**config.mk**
```make
export PLATFORM = sky130hd
export DESIGN_NAME = store_buffer_flat
export DESIGN_NICKNAME = d
export VERILOG_FILES = /design/src/rtl/store_buffer_pkg.sv /design/src/rtl/store_buffer_if.sv /design/src/rtl/store_buffer_fwd.sv /design/src/rtl/store_buffer.sv /design/src/flat_wrapper.sv
export SDC_FILE = /design/constraint.sdc
export NUM_CORES = 1
export LEC_CHECK = 0
export CORE_MARGIN = 10
export CORE_UTILIZATION = 53
export CTS_BUF_LIST = sky130_fd_sc_hd__clkbuf_8
export DETAILED_ROUTE_END_ITERATION = 8
export PLACE_DENSITY_LB_ADDON = 0.05
export SLEW_MARGIN = 5
export SYNTH_ARGS = -nofsm -noshare
export SYNTH_HDL_FRONTEND = slang
export SYNTH_SLANG_ARGS = --single-unit
```
**constraint.sdc**
```tcl
create_clock -name clk -period 4.2 [get_ports clk]
set_clock_uncertainty 0.15 [all_clocks]
set_input_delay 0.84 -clock clk [delete_from_list [all_inputs] [get_ports clk]]
set_output_delay 0.84 -clock clk [all_outputs]
set_load 0.02 [all_outputs]
```
**src/rtl/store_buffer_pkg.sv**
```systemverilog
// Shared types and helpers for the posted-write store buffer.
// Latency: n/a (types, constants and constant functions only).
// Backpressure: n/a.
package store_buffer_pkg;

   // One buffered store: word address (byte address bits [31:2]) and data.
   typedef struct packed {
      logic [29:0] word;
      logic [31:0] data;
   } sb_entry_t;

   localparam int SB_DEPTH_DEFAULT = 4;

   // Pointer width for a power-of-two depth; the count uses one extra bit.
   function automatic int sb_ptr_w(input int depth);
      return $clog2(depth);
   endfunction

   // Rebuild a word-aligned byte address from a stored word address.
   function automatic logic [31:0] sb_byte_addr(input logic [29:0] word);
      return {word, 2'b00};
   endfunction

endpackage : store_buffer_pkg

```
**src/rtl/store_buffer_if.sv**
```systemverilog
// Bundles the core data port and the memory read/write ports of the store buffer.
// Latency: n/a (wiring only).
// Backpressure: full stalls the core; mem_req/mem_ack pace the memory side.
interface store_buffer_if;

   // core side
   logic        memwrite;
   logic [31:0] addr;
   logic [31:0] writedata;
   logic [31:0] readdata;
   logic        full;
   logic        empty;
   logic        overflow;

   // memory async read port
   logic [31:0] rd_addr;
   logic [31:0] rd_data;

   // memory write port
   logic        mem_req;
   logic [31:0] mem_addr;
   logic [31:0] mem_wdata;
   logic        mem_ack;

   // store buffer side
   modport slave (
      input  memwrite, addr, writedata, rd_data, mem_ack,
      output readdata, full, empty, overflow, rd_addr,
             mem_req, mem_addr, mem_wdata
   );

   // core + memory side
   modport master (
      output memwrite, addr, writedata, rd_data, mem_ack,
      input  readdata, full, empty, overflow, rd_addr,
             mem_req, mem_addr, mem_wdata
   );

endinterface : store_buffer_if

```
**src/rtl/store_buffer_fwd.sv**
```systemverilog
// Youngest-match search over the live buffer entries for load forwarding.
// Latency: combinational.
// Backpressure: none; purely a lookup.
module store_buffer_fwd
   import store_buffer_pkg::*;
#(
   parameter  int DEPTH = SB_DEPTH_DEFAULT,
   localparam int PW    = sb_ptr_w(DEPTH)
) (
   input  sb_entry_t     ent_i [DEPTH],
   input  logic [PW-1:0] head_i,
   input  logic [PW:0]   count_i,
   input  logic [29:0]   word_i,
   output logic          hit_o,
   output logic [31:0]   data_o
);

   logic [PW-1:0] idx;

   // Walk live entries from head (oldest) towards tail-1 (youngest); each later
   // match overrides the earlier one, so the surviving value is the youngest
   // store to this word, which is what tail-1-first priority selects.
   always_comb begin
      hit_o  = 1'b0;
      data_o = '0;
      idx    = '0;
      for (int i = 0; i < DEPTH; i++) begin
         idx = head_i + PW'(i);
         if (((PW+1)'(i) < count_i) && (ent_i[idx].word == word_i)) begin
            hit_o  = 1'b1;
            data_o = ent_i[idx].data;
         end
      end
   end

endmodule : store_buffer_fwd

```
**src/rtl/store_buffer.sv**
```systemverilog
// Posted-write FIFO between core data port and memory, with load forwarding.
// Latency: store to mem_req 1 cycle; one memory write per cycle with mem_ack high.
// Backpressure: registered full stalls the core; mem_ack low holds the head.
// Optional: define STORE_BUFFER_COALESCE_EN to merge a store into the youngest
// non-head entry when it hits the same word.
module store_buffer
   import store_buffer_pkg::*;
#(
   parameter int DEPTH = SB_DEPTH_DEFAULT
) (
   input  logic          clk,
   input  logic          reset,     // asynchronous, active low
   store_buffer_if.slave bus
);

   localparam int          PW       = sb_ptr_w(DEPTH);
   localparam logic [PW:0] CNT_FULL = (PW+1)'(DEPTH);

   // entry storage; deliberately not reset, the pointers define what is live
   sb_entry_t     ent_q [DEPTH];

   logic [PW-1:0] head_q,  head_d;
   logic [PW-1:0] tail_q,  tail_d;
   logic [PW:0]   count_q, count_d;
   logic          full_q,  full_d;
   logic          empty_q, empty_d;
   logic          overflow_q, overflow_d;

   logic [29:0]   core_word;
   logic          mem_req;
   logic          push;
   logic          pop;
   logic          merge;
   logic          wr_en;
   logic [PW-1:0] wr_idx;
   sb_entry_t     wr_ent;

   logic          fwd_hit;
   logic [31:0]   fwd_data;

   assign core_word = bus.addr[31:2];

   // The head is always being requested, so writes may only land on tail or,
   // when coalescing, on the youngest entry once it is distinct from head.
`ifdef STORE_BUFFER_COALESCE_EN
   logic [PW-1:0] youngest;
   assign youngest = tail_q - PW'(1);
   assign merge    = bus.memwrite
                     && (count_q >= (PW+1)'(2))
                     && (ent_q[youngest].word == core_word);
   assign wr_idx   = merge ? youngest : tail_q;
`else
   assign merge    = 1'b0;
   assign wr_idx   = tail_q;
`endif

   assign mem_req = ~empty_q;
   assign push    = bus.memwrite & ~full_q & ~merge;
   assign pop     = mem_req & bus.mem_ack;
   assign wr_en   = push | merge;
   assign wr_ent  = '{word: core_word, data: bus.writedata};

   // Pointer/count next state; full/empty are derived from the post-edge count
   // so they can be registered and never depend on the same-cycle store strobe.
   always_comb begin
      head_d     = head_q;
      tail_d     = tail_q;
      count_d    = count_q;
      if (push) begin
         tail_d = tail_q + PW'(1);
      end
      if (pop) begin
         head_d = head_q + PW'(1);
      end
      case ({push, pop})
         2'b10:   count_d = count_q + (PW+1)'(1);
         2'b01:   count_d = count_q - (PW+1)'(1);
         default: count_d = count_q;
      endcase
      full_d     = (count_d == CNT_FULL);
      empty_d    = (count_d == '0);
      // a store dropped while full is an error the core should never cause
      overflow_d = overflow_q | (bus.memwrite & full_q & ~merge);
   end

   // Control state; reset drops mem_req at once and abandons any pending write.
   always_ff @(posedge clk or negedge reset) begin
      if (!reset) begin
         head_q     <= '0;
         tail_q     <= '0;
         count_q    <= '0;
         full_q     <= 1'b0;
         empty_q    <= 1'b1;
         overflow_q <= 1'b0;
      end else begin
         head_q     <= head_d;
         tail_q     <= tail_d;
         count_q    <= count_d;
         full_q     <= full_d;
         empty_q    <= empty_d;
         overflow_q <= overflow_d;
      end
   end

   // Entry write port: new store at tail, or overwrite of the youngest on merge.
   always_ff @(posedge clk) begin
      if (wr_en) begin
         ent_q[wr_idx] <= wr_ent;
      end
   end

   store_buffer_fwd #(
      .DEPTH (DEPTH)
   ) u_fwd (
      .ent_i   (ent_q),
      .head_i  (head_q),
      .count_i (count_q),
      .word_i  (core_word),
      .hit_o   (fwd_hit),
      .data_o  (fwd_data)
   );

   // Loads see buffered stores first; memory only when nothing matches. The
   // head stays visible until its ack edge, after which memory holds it.
   assign bus.readdata  = fwd_hit ? fwd_data : bus.rd_data;
   assign bus.rd_addr   = bus.addr;

   assign bus.full      = full_q;
   assign bus.empty     = empty_q;
   assign bus.overflow  = overflow_q;

   assign bus.mem_req   = mem_req;
   assign bus.mem_addr  = sb_byte_addr(ent_q[head_q].word);
   assign bus.mem_wdata = ent_q[head_q].data;

endmodule : store_buffer

```
**src/flat_wrapper.sv**
```systemverilog
// flat-port wrapper written by rule: the top's interface ports become plain ports
module store_buffer_flat import store_buffer_pkg::*;
#(
   parameter int DEPTH = SB_DEPTH_DEFAULT
)
  (clk, reset, bus_memwrite, bus_addr, bus_writedata, bus_rd_data, bus_mem_ack, bus_readdata, bus_full, bus_empty, bus_overflow, bus_rd_addr, bus_mem_req, bus_mem_addr, bus_mem_wdata);
  store_buffer_if bus_i ();
  input  logic clk;
  input  logic reset;
  input wire logic [$bits(bus_i.memwrite)-1:0] bus_memwrite;
  input wire logic [$bits(bus_i.addr)-1:0] bus_addr;
  input wire logic [$bits(bus_i.writedata)-1:0] bus_writedata;
  input wire logic [$bits(bus_i.rd_data)-1:0] bus_rd_data;
  input wire logic [$bits(bus_i.mem_ack)-1:0] bus_mem_ack;
  output wire logic [$bits(bus_i.readdata)-1:0] bus_readdata;
  output wire logic [$bits(bus_i.full)-1:0] bus_full;
  output wire logic [$bits(bus_i.empty)-1:0] bus_empty;
  output wire logic [$bits(bus_i.overflow)-1:0] bus_overflow;
  output wire logic [$bits(bus_i.rd_addr)-1:0] bus_rd_addr;
  output wire logic [$bits(bus_i.mem_req)-1:0] bus_mem_req;
  output wire logic [$bits(bus_i.mem_addr)-1:0] bus_mem_addr;
  output wire logic [$bits(bus_i.mem_wdata)-1:0] bus_mem_wdata;
  assign bus_i.memwrite = bus_memwrite;
  assign bus_i.addr = bus_addr;
  assign bus_i.writedata = bus_writedata;
  assign bus_i.rd_data = bus_rd_data;
  assign bus_i.mem_ack = bus_mem_ack;
  assign bus_readdata = bus_i.readdata;
  assign bus_full = bus_i.full;
  assign bus_empty = bus_i.empty;
  assign bus_overflow = bus_i.overflow;
  assign bus_rd_addr = bus_i.rd_addr;
  assign bus_mem_req = bus_i.mem_req;
  assign bus_mem_addr = bus_i.mem_addr;
  assign bus_mem_wdata = bus_i.mem_wdata;
  store_buffer #(.DEPTH(DEPTH)) u_core (.clk(clk), .reset(reset), .bus(bus_i));
endmodule
```
# Word level (Yosys, flattened, before mapping)
# Index checks and enable logic that the tools add are counted.
dict set report totals {
  reg_bits 258
  latch_bits 0
  ram_bits 0
  mem_bits_ro 0
  inputBits 100
  elab_cells 79
  memories 0
}
dict set report op_classes {
  add_sub_neg 6
  mul 0
  div_mod_pow 0
  magnitude_cmp 10
  n_eq_ne 7
  shift 0
  muxes 25
  bitwise_logic 11
  reduce_logical 6
}
# operator count
set op_table {}
lappend op_table {{$mux 62} 9}
lappend op_table {{$bmux 62 s2} 4}
lappend op_table {{$bwmux 248} 1}
lappend op_table {{$mux 32} 5}
lappend op_table {{$demux 62 s2} 1}
lappend op_table {{$eq 30x30->1} 4}
lappend op_table {{$ge 3x3->1 const B} 5}
lappend op_table {{$not 2->3} 5}
lappend op_table {{$lt 1x3->1 const A} 2}
lappend op_table {{$lt 2x3->1 const A} 2}
lappend op_table {{$pmux 3 s2} 1}
lappend op_table {{$logic_and 1x1->1} 5}
lappend op_table {{$add 2x1->2 const B} 2}
lappend op_table {{$add 2x2->2 const B} 2}
lappend op_table {{$mux 1} 4}
lappend op_table {{$add 3x1->3 const B} 1}
lappend op_table {{$and 1x1->1} 3}
lappend op_table {{$eq 3x3->1 const B} 1}
lappend op_table {{$logic_not 3->1} 1}
lappend op_table {{$lt 3x1->1 const B} 1}
lappend op_table {{$sub 3x1->3 const B} 1}
lappend op_table {{$eq 2x1->1 const B} 1}
lappend op_table {{$eq 2x2->1 const B} 1}
lappend op_table {{$not 1->1} 2}
lappend op_table {{$or 1x1->1} 1}

# Logic depth before layout (Yosys ltp)
# Gate-level depths: netlist of run 1.
dict set report depth {
  depth_word 11
  ltp_mapped 16
}

# Modules after synthesis
# Synthesis of run 1 repeated with hierarchy kept, for this count alone.
dict set report hier_totals {
  cells_unflattened 1498
  area_unflattened_um2 18302.6
}
# mod n_inst cells_per_inst area_each_um2 seq_area_each_um2
set by_module_without_submodules {}
lappend by_module_without_submodules {store_buffer 1 443 10199.8 7698.6}
lappend by_module_without_submodules {store_buffer_fwd 1 1055 8102.8 0.0}

# Least setup slack after synthesis of run 1
# Ideal clock, no wire load.
dict set report synth_timing {
  path_kind {input-to-output}
  from {in bus_addr[28]}
  to {out bus_readdata[0]}
  arrival_time_ns 3.581
  path_slack_ns -0.371
  cell_stages 12
  cell_sequence {clkbuf_1 a22o_1 o41ai_2 o2111ai_1 or4_1 buf_2 buf_6 nor2_4 buf_2 mux2i_1 nand3b_1 a31oi_1}
}
dict set report synth_via {
  elab_chain_cells 7
  elab_cells_between_ends 17
  cone_classes {eq/ne (4); mux (9); reduce/logical (4)}
}
# item line_no
set synth_rtl {}
lappend synth_rtl {{start: declaration} flat_wrapper.sv:11} ;# input wire logic [$bits(bus_i.addr)-1:0] bus_addr;
lappend synth_rtl {{$eq 30x30->1} store_buffer_fwd.sv:29} ;# if (((PW+1)'(i) < count_i) && (ent_i[idx].word == word_i)) begin
lappend synth_rtl {{$logic_and 1x1->1} store_buffer_fwd.sv:29}
lappend synth_rtl {{$mux 32 / $mux 1 (equally long branches) (4 in series)} store_buffer_fwd.sv:29}
lappend synth_rtl {{$mux 32 *} store_buffer.sv:125} ;# assign bus.readdata = fwd_hit ? fwd_data : bus.rd_data;
lappend synth_rtl {{end: declaration} flat_wrapper.sv:15} ;# output wire logic [$bits(bus_i.readdata)-1:0] bus_readdata;
# Mark *: on every way between the ends. The rest lies on a longest branch, timed or not.

# Worst setup path in the final report of run 1
dict set report layout_timing {
  from {reg u_core.head_q[1]}
  to {out bus_readdata[9]}
}
dict set report layout_via {
  elab_chain_cells 11
  elab_cells_between_ends 36
  cone_classes {add/sub (3); eq/ne (4); mux (21); bitwise (4); reduce/logical (4)}
}
# item line_no
set layout_rtl {}
lappend layout_rtl {{start: declaration} store_buffer.sv:22} ;# logic [PW-1:0] head_q, head_d;
lappend layout_rtl {{start signal: assignment} store_buffer.sv:89} ;# head_q <= '0;
lappend layout_rtl {{start signal: assignment} store_buffer.sv:96} ;# head_q <= head_d;
lappend layout_rtl {{$add 2x1->2 / $not 2->3 (equally long branches)} {store_buffer_fwd.sv:28, store_buffer_fwd.sv:29, store_buffer_fwd.sv:31}}
lappend layout_rtl {{$not 2->3 (implied by the code) / $bmux 62 s2 (equally long branches)} {store_buffer_fwd.sv:29, store_buffer_fwd.sv:31}}
lappend layout_rtl {{$bmux 62 s2 / $mux 62 (equally long branches)} {store_buffer_fwd.sv:29, store_buffer_fwd.sv:31}}
lappend layout_rtl {{$mux 62 (on tied branches)} {store_buffer_fwd.sv:31, store_buffer_fwd.sv:29}}
lappend layout_rtl {{$mux 62 (implied by the code) / $eq 30x30->1 (equally long branches)} {store_buffer_fwd.sv:31, store_buffer_fwd.sv:29}}
lappend layout_rtl {{$eq 30x30->1 / $logic_and 1x1->1 (equally long branches)} store_buffer_fwd.sv:29}
lappend layout_rtl {{$logic_and 1x1->1 (tied with other cells)} store_buffer_fwd.sv:29}
lappend layout_rtl {{$mux 32 / $mux 1 (equally long branches) (3 in series)} store_buffer_fwd.sv:29}
lappend layout_rtl {{$mux 32 *} store_buffer.sv:125}
# Mark *: on every way between the ends. The rest lies on a longest branch, timed or not. The select of a mux whose other input is x is not followed.

==> reports/metrics.yaml, run 1 <==
status: "complete, but fails checks"
violations: "negative setup slack"
maxCapViolations: 0
drt_wl_total_um: 64200
criticalPathCategory: "flip-flop to output pin"
critPathTopFamily: "simple AND/OR/NAND/NOR gates"
ys_seq_area_share_pct: 42.5
core-area_um2: 33600
rsz0062_at_grt: "yes"
io_buffer_count: 225
fin_util_pct: 76.6
tightestPinTransition_ns: 0.603
place_inst: 2325
rows: 67
ys_top_cells_by_area: "edfxtp_1 41%, mux4_2 14%, mux2i_1 10%, xnor2_1 4.9%, mux2_2 2.3%"
viasPerCell: 6.48
finish.instance_area_um2: 25800
crit_path_max_incr_delay_ns: 0.65
cts_tree: "done"
firstDrtPassIters: 6
syn_area_um2: 18100
antenna_found_initial: 1
die_w_um: 205
setup_slack_ns: -1.19
area_growth_pct: 42.3
cp.arrival_ns: 4.40
synth_edf_count: 248
p_leak_nw: 9.37
grt_pass1_vias: 16000
relSlewSlack_pct: 59.7
post_drt_wl_per_cell_um: 26.1
final_hold_viol_count: 0
synth.ff_latch_count: 258
worstRegToRegCells: 3
final_nets: 2079
synthCells: 1482
dieArea_um2: 42000
htree_levels: 2
dp_slack_ns: -1.42
path_max_fanout: 7
grt_max_degree: 100
whs_path_depth: 1
min_path_type: "flip-flop to flip-flop"
fin_cells: 2455
syn_area_per_cell_um2: 12.2
root_buffer: "clkbuf_8"
power.total_mw: 17.6
dp_hpwl_um: 40700
worstPathCellList: "buf_12 -> buf_12 -> mux4_2 -> xnor2_2 -> nand2_2 -> nor4_4 -> or4b_4 -> buf_16 -> buf_6 -> or4_4 -> o2111ai_2 -> nand3b_1 -> a31oi_4 -> buf_6"
yosys.area.top_type: "edfxtp_1"
vias: 15900
critPathSlowestCell: "or4b_4"
start_util_pct: 53.9
clock_path_buffers: 3
powerDensity_nw_per_um2: 683
drc: 0
grt_usage_pct: 28.2
finalCritPeriodShare_pct: 128
die_h_um: 205
ys_warn_count: 0
ios: 232
fmax_mhz: 186
layout_commonest_cell: "buf_4"
ant_nets: 0
placed_area_um2: 23600
ir_drop_uv: 413
grt_first_pass_wirelength_um: 91700
path_clk_slew_ns: 0.06
final_cell_mix: "325 x buf_4, 248 x edfxtp_1, 193 x clkdlybuf4s50_1, 159 x mux2i_1, 113 x mux4_2"
crit_buf_inv: 5
drtIter0Drc: 1743
clock_latency_ns: 0.55
period_minus_slack_ns: 5.39
cp.required_ns: 3.21
synth_flop_cell: "edfxtp_1"
crit_path_start_kind: "flip-flop"
ys_types: 63
gp_congestion: 0.936
synth_top_area_share_pct: 41.1
worst-path-stages: 14
end_kind: "output pin"
clock-sinks: 258
holdBufCountCts: 0
overflow: 0
nFillCells: 2117
async_flop_share_pct: 3.88
cts_buffers: 44
drive_above_1_share_pct: 38.8
finalMaxSlewViolations: 0
setup_viol: 32
==> power by group <==
group          switching (mW)  internal (mW)  leakage, nW  total [mW]
registers               0.364           3.46         2.39        3.82
logic                    5.76           5.95         6.52        11.7
clock network            1.05           1.01        0.459        2.06
==> worst register-to-register path: cells and delay by family, from the launching register on <==
family	cells	cell delay, ns
buffers and inverters	1	0.29
AND/OR/NAND/NOR	2	1.05
flip-flops	1	0.40
==> worst paths after layout <==
kind	startpoint	endpoint	slack, ns
hold reg to reg	u_core.bus.overflow$_DFF_PN0_	u_core.bus.overflow$_DFF_PN0_	0.30
max in group asynchronous	reset	u_core.head_q[0]$_DFFE_PN0P_	3.08
setup reg to reg	u_core.bus.full$_DFF_PN0_	u_core.ent_q[100]$_DFFE_PP_	2.01
min in group asynchronous	reset	u_core.bus.overflow$_DFF_PN0_	0.46
hold / removal	u_core.bus.overflow$_DFF_PN0_	u_core.bus.overflow$_DFF_PN0_	0.30
setup / recovery	u_core.head_q[1]$_DFFE_PN0P_	bus_readdata[9]	-1.19
==> repair_timing <==
item,CTS,global route
gates cloned,7,13
pin swaps,18,49
setup endpoints to repair,57,46
buffers inserted,22,8
gates resized for setup,224,100
==> synth_stat cells, types with 30 or more instances <==
cell,instances
clkbuf_1,77
nand4b_1,31
nor2_1,75
nor3_1,37
mux4_2,113
o21ai_1,30
buf_4,44
o22ai_1,38
or4_1,33
mux2i_1,181
o21a_1,32
nand3b_1,31
edfxtp_1,248
o2111ai_1,33
a31oi_1,32
xnor2_1,102
mux2_2,37
nand2_1,93
==> sequential cells by signal, summed over array words and instances (netlist names) <==
name                 cells
u_core.bus.full          1
u_core.head_q            2
u_core.tail_q            2
u_core.bus.overflow      1
u_core.count_q           3
u_core.ent_q           248
u_core.bus.empty         1
==> logic make-up after synthesis <==
kind of cell	count (synthesis)	synth area share (%)
and+or+nand+nor	368	11.2
muxes	331	26.4
DFF	258	42.5
AOI/OAI and AO/OA	209	8.00
buffers and inverters	189	5.65
xor gates and xnor gates	118	5.71
adders and majority gates	8	0.553
other	1	0.0207
==> final cells by class <==
type                       instances  area [µm²]  share of cell area [%]
multi-input combinational       1036       10500                    40.8
sequential                       258        7710                    29.9
timing repair buffer             619        6160                    23.9
clock buffer                      46         633                    2.46
tap                              448         561                    2.18
clock inverter                    34         143                   0.554
inverter                          12        46.3                   0.180
antenna                            2        5.00                  0.0194
==> per-stage QoR <==
step,setup TNS (ns),hold WS (ns)
5_1_grt,-39.89,0.347
4_1_cts,-34.35,0.307
2_1_floorplan,-2.91,0.377
3_3_place_gp,-50.54,0.296
6_report,-35.71,0.304
3_5_place_dp,-48.79,0.293
==> metal layers <==
metal	up-vias	GRT usage (%)	wire length, µm
li1	6810	-	-
met1	7836	34.1	23000
met2	1017	48.0	32000
met3	243	5.48	6260
met4	0	12.3	2960
met5	-	0	0
Note: power is estimated with default switching activity, not from simulation.
==> run 2: changes to the inputs <==
Settings changed: SKIP_CTS_REPAIR_TIMING set to 1, SLEW_MARGIN 5 to unset.
Clock period 4.2 ns to 4.6 ns, I/O delays scaled along.
==> reports/metrics.yaml, run 2 (synthesis results as in run 1) <==
clock_latency_ns: 0.62  # +0.07 ns
grt_max_degree: 97  # -3.0%
fin_cells: 2443  # -0.49%
die_w_um: 205  # unchanged
core-area_um2: 33600  # unchanged
clock_path_buffers: 3  # unchanged
die_h_um: 205  # unchanged
clock-sinks: 258  # unchanged
gp_congestion: 0.938  # +0.18%
dp_hpwl_um: 41700  # +2.4%
maxCapViolations: 0  # unchanged
criticalPathCategory: "flip-flop to output pin"
period_minus_slack_ns: 5.55
worstRegToRegCells: 3  # unchanged
crit_path_start_kind: "flip-flop"
grt_usage_pct: 27.4  # -0.75 points
drc: 0  # unchanged
final_nets: 2065  # -0.67%
cts_tree: "done"
finalCritPeriodShare_pct: 121
fmax_mhz: 180
rows: 67  # unchanged
reg.largest.list: "u_core.ent_q x248, u_core.count_q x3"
end_kind: "output pin"
p_leak_nw: 9.14  # -2.4%
top_register: "u_core.ent_q"
fin_util_pct: 74.4  # -2.2 points
root_buffer: "clkbuf_8"
setup_slack_ns: -0.949  # +0.240 ns
place_inst: 2334  # +0.39%
io_buffer_count: 225  # unchanged
largest_register_ffs: 248  # unchanged
cp.arrival_ns: 4.48  # +0.08 ns
status: "complete, but fails checks"
htree_levels: 2  # unchanged
rsz0062_at_grt: "yes"
path_clk_slew_ns: 0.06  # about the same
drtIter0Drc: 1718  # -1.4%
setup_viol: 32  # unchanged
dp_slack_ns: -1.24  # +0.178 ns
violations: "negative setup slack"
cp.required_ns: 3.53  # +0.32 ns
viasPerCell: 6.35  # -2.1%
drive_above_1_share_pct: 37.3  # -1.5 points
ant_nets: 0  # unchanged
area_growth_pct: 38.1
dieArea_um2: 42000  # unchanged
path_max_fanout: 17  # +10
whs_path_depth: 1  # unchanged
tightestPinTransition_ns: 1.06  # +0.457 ns
start_util_pct: 53.9  # unchanged
ir_drop_uv: 470  # +14%
drt_wl_total_um: 60500  # -5.8%
overflow: 0  # unchanged
final_hold_viol_count: 0  # unchanged
final_cell_mix: "342 x buf_4, 248 x edfxtp_1, 193 x clkdlybuf4s50_1, 158 x mux2i_1, 113 x mux4_2"
powerDensity_nw_per_um2: 649  # -4.9%
vias: 15500  # -2.5%
finalMaxSlewViolations: 0  # unchanged
post_drt_wl_per_cell_um: 24.7  # -5.3%
antenna_found_initial: 3  # +2
layout_commonest_cell: "buf_4"
firstDrtPassIters: 5  # -1
grt_pass1_vias: 15400  # -3.5%
min_path_type: "flip-flop to flip-flop"
ios: 232  # unchanged
relSlewSlack_pct: 29.4  # -30 points
cts_buffers: 46  # +4.5%
grt_first_pass_wirelength_um: 89000  # -2.9%
[run 2: power by group]
part	total, mW	switching (mW)	internal (mW)
Sequential	3.48	0.324	3.16
Clock	2.31	1.02	1.29
Combinational	10.5	5.15	5.30
Total	16.2	6.49	9.74
[run 2: metrics by stage]
step / TNS (ns) / hold WS (ns) / power, mW / instance area (µm²)
after global placement: -37.86 / 0.292 / 13.1 / 23200
after global routing: -32.53 / 0.337 / 17.0 / 25000
after floorplan: -0.809 / 0.377 / 9.29 / 18300
after detailed placement: -37.84 / 0.304 / 13.3 / 23200
final: -28.50 / 0.314 / 16.2 / 25000
after CTS: -54.29 / 0.317 / 15.6 / 24200
[run 2: worst max-delay path: stages (launching register included)]
cell and delay, ns:
dfrtp_4 0.49, clkbuf_16 0.20, buf_4 0.13, clkbuf_16 0.18, mux4_2 0.51, xnor2_1 0.15, buf_4 0.15, nand2_1 0.08
or4b_4 0.65, nor2_4 0.19, buf_12 0.13, buf_12 0.16, mux2i_2 0.22, nand3b_1 0.12, a31oi_2 0.27, buf_4 0.20
[run 2: path summary, 6_finish.rpt]
check                                                    from                             to  slack (ns)
worst min register to register  u_core.bus.overflow$_DFF_PN0_  u_core.bus.overflow$_DFF_PN0_        0.31
worst min-delay path            u_core.bus.overflow$_DFF_PN0_  u_core.bus.overflow$_DFF_PN0_        0.31
max in group asynchronous                               reset   u_core.head_q[1]$_DFFE_PN0P_        3.45
worst max-delay path             u_core.head_q[1]$_DFFE_PN0P_                bus_readdata[3]       -0.95
min in group asynchronous                               reset   u_core.tail_q[1]$_DFFE_PN0P_        0.47
worst max register to register      u_core.bus.full$_DFF_PN0_    u_core.ent_q[235]$_DFFE_PP_        2.16
[run 2: final cells by class]
| type | count | area, µm² |
|---|---|---|
| clock buffer | 50 | 688 |
| inverter | 12 | 45.0 |
| antenna | 1 | 2.50 |
| timing repair buffer | 603 | 5610 |
| sequential | 258 | 7710 |
| clock inverter | 35 | 285 |
| multi-input combinational | 1036 | 10100 |
| tap | 448 | 561 |
| fill | 2276 | 8620 |
[run 2: metal layers]
metal | routed length [µm] | track usage, % | up-vias | share of wire, %
li1 | - | - | 6794 | -
met1 | 24800 | 36.8 | 7725 | 41
met2 | 27800 | 41.9 | 851 | 46
met3 | 6100 | 7.17 | 128 | 10
met4 | 1730 | 10.2 | 4 | 2.9
met5 | 34 | 0 | - | 0.056
